[config.mk]
export PLATFORM = sky130hd
export DESIGN_NAME = led_switch_ctrl_flat
export DESIGN_NICKNAME = d
export VERILOG_FILES = /design/src/rtl/led_switch_ctrl_pkg.sv /design/src/rtl/led_switch_ctrl_if.sv /design/src/rtl/led_switch_ctrl_sw_debounce.sv /design/src/rtl/led_switch_ctrl.sv /design/src/flat_wrapper.sv
export SDC_FILE = /design/constraint.sdc
export NUM_CORES = 1
export LEC_CHECK = 0
export ABC_AREA = 1
export CAP_MARGIN = 40
export CORE_AREA = 2 2 116 118
export DETAILED_ROUTE_END_ITERATION = 6
export DIE_AREA = 0 0 118 120
export GPL_TIMING_DRIVEN = 0
export PLACE_DENSITY = 0.65
export REMOVE_ABC_BUFFERS = 1
export SYNTH_ARGS = -nofsm -noshare
export SYNTH_HDL_FRONTEND = slang
export SYNTH_SLANG_ARGS = --single-unit
[constraint.sdc]
create_clock -name clk -period 2.6 [get_ports clk]
set_input_delay 0.39 -clock clk [delete_from_list [all_inputs] [get_ports clk]]
set_output_delay 0.39 -clock clk [all_outputs]
set_load 0.02 [all_outputs]
[src/rtl/led_switch_ctrl_pkg.sv]
// Shared types and sizing helpers for the LED/switch mode controller.
package led_ctrl_pkg;

  typedef enum logic [1:0] {
    MODE_DIRECT = 2'd0,
    MODE_BLINK  = 2'd1,
    MODE_CHASE  = 2'd2,
    MODE_OFF    = 2'd3
  } mode_e;

  // Counter holding 0..n-1; never narrower than one bit.
  function automatic int cnt_width(input int n);
    return (n <= 2) ? 1 : $clog2(n);
  endfunction

  function automatic mode_e next_mode(input mode_e m);
    return mode_e'(m + 2'd1);
  endfunction

endpackage

[src/rtl/led_switch_ctrl_if.sv]
// Board-side pin bundle: raw switches/button in, LED drive and mode out.
interface led_switch_ctrl_if;
  logic [1:0] switch;
  logic       mode_btn;
  logic [1:0] led;
  logic [1:0] mode;

  modport master (output switch, output mode_btn, input led, input mode);
  modport slave  (input switch, input mode_btn, output led, output mode);
endinterface

[src/rtl/led_switch_ctrl_sw_debounce.sv]
// Two-flop synchroniser followed by a persistence-count debouncer for one input.
module sw_debounce
  import led_ctrl_pkg::*;
#(
  parameter int DEBOUNCE_CYCLES = 1000000
) (
  input  logic clk,
  input  logic rst_n,
  input  logic raw,
  output logic stable
);

  localparam int             CW   = cnt_width(DEBOUNCE_CYCLES);
  localparam logic [CW-1:0]  TERM = CW'(DEBOUNCE_CYCLES - 1);

  logic          sync1_q, sync1_d;
  logic          sync2_q, sync2_d;
  logic          stable_q, stable_d;
  logic [CW-1:0] cnt_q, cnt_d;

  // Any bounce back to the stable level throws away accumulated progress.
  always_comb begin
    sync1_d  = raw;
    sync2_d  = sync1_q;
    stable_d = stable_q;
    cnt_d    = cnt_q;
    if (sync2_q == stable_q) begin
      cnt_d = '0;
    end else if (cnt_q == TERM) begin
      stable_d = sync2_q;
      cnt_d    = '0;
    end else begin
      cnt_d = cnt_q + CW'(1);
    end
  end

  always_ff @(posedge clk or negedge rst_n) begin
    if (!rst_n) begin
      sync1_q  <= 1'b0;
      sync2_q  <= 1'b0;
      stable_q <= 1'b0;
      cnt_q    <= '0;
    end else begin
      sync1_q  <= sync1_d;
      sync2_q  <= sync2_d;
      stable_q <= stable_d;
      cnt_q    <= cnt_d;
    end
  end

  assign stable = stable_q;

endmodule

[src/rtl/led_switch_ctrl.sv]
// Mode controller: debounced inputs, button-driven 4-state mode FSM,
// blink/chase prescaler and registered LED drive.
module led_switch_ctrl
  import led_ctrl_pkg::*;
#(
  parameter int DEBOUNCE_CYCLES = 1000000,
  parameter int BLINK_HALF      = 50000000
) (
  input  logic             clk,
  input  logic             rst_n,
  led_switch_ctrl_if.slave bus
);

  localparam int            PW      = cnt_width(BLINK_HALF);
  localparam logic [PW-1:0] PS_TERM = PW'(BLINK_HALF - 1);

  logic [1:0]    sw_db;
  logic          btn_db;
  logic          btn_rise;

  mode_e         mode_q, mode_d;
  logic [PW-1:0] cnt_q, cnt_d;
  logic          phase_q, phase_d;
  logic          btn_q, btn_d;
  logic [1:0]    led_q, led_d;

  for (genvar gi = 0; gi < 2; gi++) begin : g_sw
    sw_debounce #(.DEBOUNCE_CYCLES(DEBOUNCE_CYCLES)) u_db (
      .clk    (clk),
      .rst_n  (rst_n),
      .raw    (bus.switch[gi]),
      .stable (sw_db[gi])
    );
  end

  sw_debounce #(.DEBOUNCE_CYCLES(DEBOUNCE_CYCLES)) u_btn_db (
    .clk    (clk),
    .rst_n  (rst_n),
    .raw    (bus.mode_btn),
    .stable (btn_db)
  );

  assign btn_rise = btn_db & ~btn_q;

  // A mode change restarts the prescaler, overriding a coincident terminal count.
  always_comb begin
    btn_d   = btn_db;
    mode_d  = mode_q;
    cnt_d   = cnt_q;
    phase_d = phase_q;
    if (btn_rise) begin
      mode_d  = next_mode(mode_q);
      cnt_d   = '0;
      phase_d = 1'b0;
    end else if (cnt_q == PS_TERM) begin
      cnt_d   = '0;
      phase_d = ~phase_q;
    end else begin
      cnt_d = cnt_q + PW'(1);
    end
  end

  always_comb begin
    led_d = 2'b00;
    case (mode_q)
      MODE_DIRECT: led_d = {sw_db[0] & sw_db[1], sw_db[0]};
      MODE_BLINK:  led_d = {phase_q & sw_db[0] & sw_db[1], phase_q & sw_db[0]};
      MODE_CHASE:  led_d = phase_q ? 2'b10 : 2'b01;
      MODE_OFF:    led_d = 2'b00;
      default:     led_d = 2'b00;
    endcase
  end

  always_ff @(posedge clk or negedge rst_n) begin
    if (!rst_n) begin
      mode_q  <= MODE_DIRECT;
      cnt_q   <= '0;
      phase_q <= 1'b0;
      btn_q   <= 1'b0;
      led_q   <= 2'b00;
    end else begin
      mode_q  <= mode_d;
      cnt_q   <= cnt_d;
      phase_q <= phase_d;
      btn_q   <= btn_d;
      led_q   <= led_d;
    end
  end

  assign bus.led  = led_q;
  assign bus.mode = mode_q;

endmodule

[src/flat_wrapper.sv]
// flat-port wrapper written by rule: the top's interface ports become plain ports
module led_switch_ctrl_flat import led_ctrl_pkg::*;
#(
  parameter int DEBOUNCE_CYCLES = 1000000,
  parameter int BLINK_HALF      = 50000000
)
  (clk, rst_n, bus_switch, bus_mode_btn, bus_led, bus_mode);
  led_switch_ctrl_if bus_i ();
  input  logic clk;
  input  logic rst_n;
  input wire logic [$bits(bus_i.switch)-1:0] bus_switch;
  input wire logic [$bits(bus_i.mode_btn)-1:0] bus_mode_btn;
  output wire logic [$bits(bus_i.led)-1:0] bus_led;
  output wire logic [$bits(bus_i.mode)-1:0] bus_mode;
  assign bus_i.switch = bus_switch;
  assign bus_i.mode_btn = bus_mode_btn;
  assign bus_led = bus_i.led;
  assign bus_mode = bus_i.mode;
  led_switch_ctrl #(.DEBOUNCE_CYCLES(DEBOUNCE_CYCLES), .BLINK_HALF(BLINK_HALF)) u_core (.clk(clk), .rst_n(rst_n), .bus(bus_i));
endmodule
==> reports/results.ini, run 1 <==
[clock_tree]
cts_sinks = 101
root_buffer = clkbuf_16
cts_setup_buffers = 0
cts.htree.levels = 3
clk_latency_ps = 350
clk_pin_slew_ps = 70
cts_buffers = 9
cts_tree = built
post_cts_resize_count = 0
postCtsHoldBufs = 0
clock_path_buffers = 2

[synth]
synth-seq-area-share_pct = 44.2
synthesis.area_um2 = 5720
synthFlopType = dfrtp_1
synthArstFlopShare_pct = 100
syn_inst = 725
ys_warn_count = 0
synth_edf_count = 0
ys_types = 34
synth_area_per_cell_um2 = 7.88
ys_ff_latch = 101

[detailed_routing]
drt_iter0_markers = 315
detail_route.first_pass.iterations = 4
ant_nets = 0
via_count = 4559
wl_per_cell_um = 11.9
drc_errors = 0
wl_um = 11000
routed_via_density = 4.93

[critical_path]
r2r_end = u_core.phase_q
cp_max_fo = 11
crit_buf_inv = 1
crit_arrival_ps = 2190
path_common_cell = nand2_2
required_ps = 2800
cp_top_family = compound AO/OA/AOI/OAI gates
reg2reg_depth = 8
critPathCaptureType = flop
r2r_start = u_core.cnt_q[0]
path_cells = ha_1 > nand2_2 > clkinv_2 > nand2_1 > nor2_2 > nand2_2 > o21ai_2 > o21ai_0
r2r_slack_ps = 610
critPathKind = flop to flop
startpoint_type = flop
critical_path.max_stage_delay_ps = 590
crit_slowest_cell = o21ai_2

[power_and_ir_drop]
p_leak_nw = 2.83
power.total_mw = 2.96
p_sw_share_pct = 22.6
pwr-share-comb_pct = 3.1
pwr-share-clk_pct = 42.9
p_per_area_nw_per_um2 = 470
seqPwrFrac_pct = 54.0
p_sw_mw = 0.668
p_int_mw = 2.29
peakVddDrop_mv = 0.282

[sta]
rsz0062_at_grt = no
fin_skew_ps = 6.95
setup_viol = 0
tightest_slew_ps = 754
maxSlewViolCount = 0
max_slew_margin_pct = 49.7
clock.fmax_mhz = 503
finalCriticalPeriod_ps = 1990
timing.final.ws_setup_ps = 611
fin_crit_sh_pct = 76.5
finalHoldViolCount = 0
setup_tns_ps = 0

[placed_design]
pre_cts_slack_ps = 580
place_congestion = 0.920
dp.cells = 908
hpwlAfterDp_um = 7990
dpl_cell_area_um2 = 6020
portBuffers = 8

[global_routing]
antenna_found_initial = 0
grt_pass1_wl_um = 19600
overflow = 0
track_usage_pct = 16.9
grt_pass1_vias = 4339
grt_start_max_net_pins = 61

[finish]
final_layout_size_suffix_gt1_share_pct = 14.0
diodes = 0
stdcell_area_um2 = 6300
layout.cells.most_common = nor2_1
final_nets = 755
fill_cells = 1237
stdcell_count = 924
area_growth_pct = 10.3
seq_area_um2 = 2530
multiInputGateArea_um2 = 2820
final_cell_mix = 142 x nor2_1, 130 x nand2_1, 101 x dfrtp_1

[floorplanning]
die_height_um = 120
fp.dieW_um = 118
start_util_pct = 44.0
fp.coreArea_um2 = 13000
rows = 42
die_area_um2 = 14200
ioPinCount = 9

[flow_run]
maxCapViolations = 0

[outcome]
outcome = complete, no violations

[worst_hold_path]
hp-class = input port to asynchronous set/reset pin

==> logic make-up (layout without fill, tap and decap cells) <==
group                    after synthesis  in the layout  share of synthesized area, %
buffers and inverters                 96            119                          6.48
adder cells (fa/ha/maj)                7              7                          1.53
AND/OR/NAND/NOR                      445            445                          37.6
AO/OA/AOI/OAI                         33             33                          3.22
flip-flops                           101            101                          44.2
XOR/XNOR                              43             43                          6.98
==> through the flow <==
step / util (%) / hold slack (ps)
2_1_floorplan: - / 94.4
3_3_place_gp: 46.2 / 341
3_5_place_dp: 46.4 / 336
4_1_cts: 48.6 / 44.6
5_1_grt: 48.6 / 64.8
6_report: 48.6 / 26.8
==> how the worst max path moves through the flow <==
stage,startpoint,end,cells past startpoint
after floorplan,u_core.cnt_q[0],u_core.phase_q,8
final,u_core.cnt_q[0],u_core.phase_q,8
after global routing,u_core.cnt_q[0],u_core.phase_q,8
after CTS,u_core.cnt_q[0],u_core.phase_q,8
after global placement,rst_n,u_core.u_btn_db.cnt_q[0],1
after detailed placement,u_core.cnt_q[0],u_core.phase_q,8
==> power groups by stage <==
stage	clock, mW	sequential, mW	combinational [mW]
global placement	0	1.63	0.0894
CTS	1.31	1.60	0.0964
global route	1.37	1.60	0.107
detailed placement	0	1.63	0.0958
finish	1.27	1.60	0.0920
floorplan	0	1.63	0.0417
==> worst register-to-register path, delay by kind of cell, from the launching register on <==
kind	cells	cell delay [ps]
AO/OA/AOI/OAI	2	740
buffers and inverters	1	60
flip-flops	1	400
AND/OR/NAND/NOR	4	390
adder cells (fa/ha/maj)	1	260
==> sequential cells by signal (all words and copies together) (netlist names), 2 cells and up <==
signal and flops:
u_core.g_sw.u_db.sync2_q 2, u_core.u_btn_db.cnt_q 20, u_core.g_sw.u_db.cnt_q 40, u_core.g_sw.u_db.sync1_q 2, u_core.bus.led 2, u_core.bus.mode 2
u_core.g_sw.u_db.stable 2, u_core.cnt_q 26
==> area by class of cell <==
class | count | share of cell area, %
clock buffers | 11 | 3.85
clock inverters | 5 | 0.556
inverters | 94 | 5.62
multi-input cells | 528 | 44.7
flip-flops and latches | 101 | 40.1
well taps | 176 | 3.49
repair buffers | 9 | 1.67
==> cells in the mapped netlist, types with 2 or more instances <==
| cell | number | area share, % |
|---|---|---|
| ha_1 | 7 | 1.5 |
| nor2_8 | 2 | 0.70 |
| nand3_2 | 10 | 1.8 |
| nand3_1 | 82 | 7.2 |
| nor2_4 | 10 | 2.0 |
| o21ai_0 | 6 | 0.53 |
| inv_2 | 14 | 0.92 |
| nor2_2 | 25 | 2.7 |
| nand4_1 | 9 | 0.99 |
| o21ai_1 | 3 | 0.26 |
| xnor2_1 | 13 | 2.0 |
| clkinv_1 | 2 | 0.13 |
| or2_2 | 2 | 0.22 |
| dfrtp_1 | 101 | 44 |
| inv_1 | 77 | 5.1 |
| xor2_2 | 3 | 0.85 |
| xor2_1 | 27 | 4.1 |
| o31ai_1 | 2 | 0.26 |
| nor2_1 | 142 | 9.3 |
| a21oi_1 | 17 | 1.5 |
| nand3_4 | 2 | 0.61 |
| nand2_1 | 130 | 8.5 |
| nand2_4 | 2 | 0.39 |
| nor3_1 | 9 | 0.79 |
| nand2_2 | 14 | 1.5 |
| nand3b_1 | 5 | 0.66 |
| o21bai_1 | 2 | 0.26 |
==> per-layer routing <==
metal  GRT usage [%]  vias to the layer above  part of all wire, %
li1                -                     2311                    -
met1            21.6                     2129                   47
met2            27.4                       98                   47
met3            4.75                       21                  4.5
met4            6.25                        0                  2.1
met5               0                        -                    0
Power figures use the tool's default switching activity.
==> run 2, diff against run 1 <==
- clock period: 2.6 -> 2 ns (I/O delays scaled with it)
==> reports/results.ini, run 2 (same netlist as run 1, synthesis figures left out) <==
[finish]
final_nets = 756
final_cell_mix = 142 x nor2_1, 130 x nand2_1, 101 x dfrtp_1
final_layout_size_suffix_gt1_share_pct = 14.0
largest_register = u_core.g_sw.u_db.cnt_q
fin_util_pct = 48.7
diodes = 0
stdcell_count = 925
layout.cells.most_common = nor2_1
largestRegisters = u_core.g_sw.u_db.cnt_q (40), u_core.cnt_q (26), u_core.u_btn_db.cnt_q (20)
largest_reg_flops = 40
area_growth_pct = 10.6

[sta]
setup_viol = 0
rsz0062_at_grt = no
timing.final.ws_setup_ps = 206
finalHoldViolCount = 0
clock.fmax_mhz = 557
holdWs_ps = 349
fin_crit_sh_pct = 89.7
max_slew_margin_pct = 56.4
tightest_slew_ps = 653
fin_skew_ps = 6.66
finalCriticalPeriod_ps = 1790
maxSlewViolCount = 0

[global_routing]
grt_pass1_vias = 4355
antenna_found_initial = 0
track_usage_pct = 16.9
grt_start_max_net_pins = 61
grt_pass1_wl_um = 19600
overflow = 0

[clock_tree]
clock_path_buffers = 2
clk_pin_slew_ps = 70
cts_tree = built
cts_sinks = 101
cts_buffers = 9
root_buffer = clkbuf_16
cts.htree.levels = 3
clk_latency_ps = 350

[critical_path]
required_ps = 2210
critPathCaptureType = flop
cp_max_fo = 11
critPathKind = flop to flop
startpoint_type = flop
crit_arrival_ps = 2010

[power_and_ir_drop]
p_per_area_nw_per_um2 = 609
peakVddDrop_mv = 0.367
power.total_mw = 3.85
p_leak_nw = 2.84

[floorplanning]
fp.coreArea_um2 = 13000
ioPinCount = 9
die_height_um = 120
die_area_um2 = 14200
start_util_pct = 44.0
fp.dieW_um = 118
rows = 42

[detailed_routing]
via_count = 4562
detail_route.first_pass.iterations = 5
wl_per_cell_um = 11.9
wl_um = 11000
ant_nets = 0
drc_errors = 0
routed_via_density = 4.93
drt_iter0_markers = 329

[placed_design]
portBuffers = 8
dp.cells = 908
pre_cts_slack_ps = -20.5
hpwlAfterDp_um = 7990
place_congestion = 0.920

[outcome]
outcome = complete, no violations

[flow_run]
maxCapViolations = 0

[worst_hold_path]
hp-class = flop to flop

==> run 2: changes by cell type in the layout (fill, tap and decap cells not counted) <==
cell	previous run	this run
dlygate4sd3_1	0	1
o21ai_4	0	1
o21ai_2	1	0
==> run 2: metrics by stage <==
step / cell area, µm² / TNS (ps)
after CTS: 6320 / 0
after global placement: 6000 / -326730
after global routing: 6320 / 0
after floorplan: 5700 / 0
final: 6320 / 0
after detailed placement: 6020 / -20.5
==> run 2: worst paths after layout <==
| check | start | end | slack (ps) | depth (start not counted) |
|---|---|---|---|---|
| setup / recovery | u_core.cnt_q[0] | u_core.phase_q | 210 | 8 |
| hold / removal | u_core.u_btn_db.sync1_q | u_core.u_btn_db.sync2_q | 350 | 0 |
| setup reg to reg | u_core.cnt_q[0] | u_core.phase_q | 210 | 8 |
| hold reg to reg | u_core.u_btn_db.sync1_q | u_core.u_btn_db.sync2_q | 350 | 0 |
| max in group asynchronous | rst_n | u_core.u_btn_db.cnt_q[13] | 840 | 3 |
| min in group asynchronous | rst_n | u_core.cnt_q[22] | 480 | 2 |
==> run 2: critical path: stages, from the launching register on <==
cell	delay, ps
dfrtp_1	400
ha_1	260
nand2_2	110
clkinv_2	60
nand2_1	60
nor2_2	140
nand2_2	90
o21ai_4	410
o21ai_0	130
==> run 2: area by class of cell <==
class | instances | area, µm²
Multi-Input combinational cell | 528 | 2830
Clock inverter | 5 | 35.0
Inverter | 94 | 354
Tap cell | 176 | 220
Sequential cell | 101 | 2530
Clock buffer | 11 | 243
Timing Repair Buffer | 10 | 115
Fill cell | 1232 | 6660
==> run 2: power by group <==
part           switching (mW)  internal, mW  leakage, nW  total [mW]
combinational          0.0839        0.0373         1.33       0.121
sequential             0.0155          2.06         1.38        2.08
clock                   0.767         0.881        0.136        1.65
==> run 2: timing repair <==
| item | 4_1_cts | 5_1_grt |
|---|---|---|
| setup endpoints to repair | 1 | 0 |
| hold buffers | 1 | 0 |
| gates resized for setup | 1 | 0 |
| endpoints found under the hold margin | 41 | 0 |
| setup buffers | 0 | 0 |
==> run 2: metal layers <==
| metal | up-vias | global-route usage, % | routed length, µm |
|---|---|---|---|
| li1 | 2318 | - | - |
| met1 | 2122 | 21.5 | 5160 |
| met2 | 97 | 27.5 | 5070 |
| met3 | 25 | 4.71 | 494 |
| met4 | 0 | 6.25 | 253 |
| met5 | - | 0 | 0 |
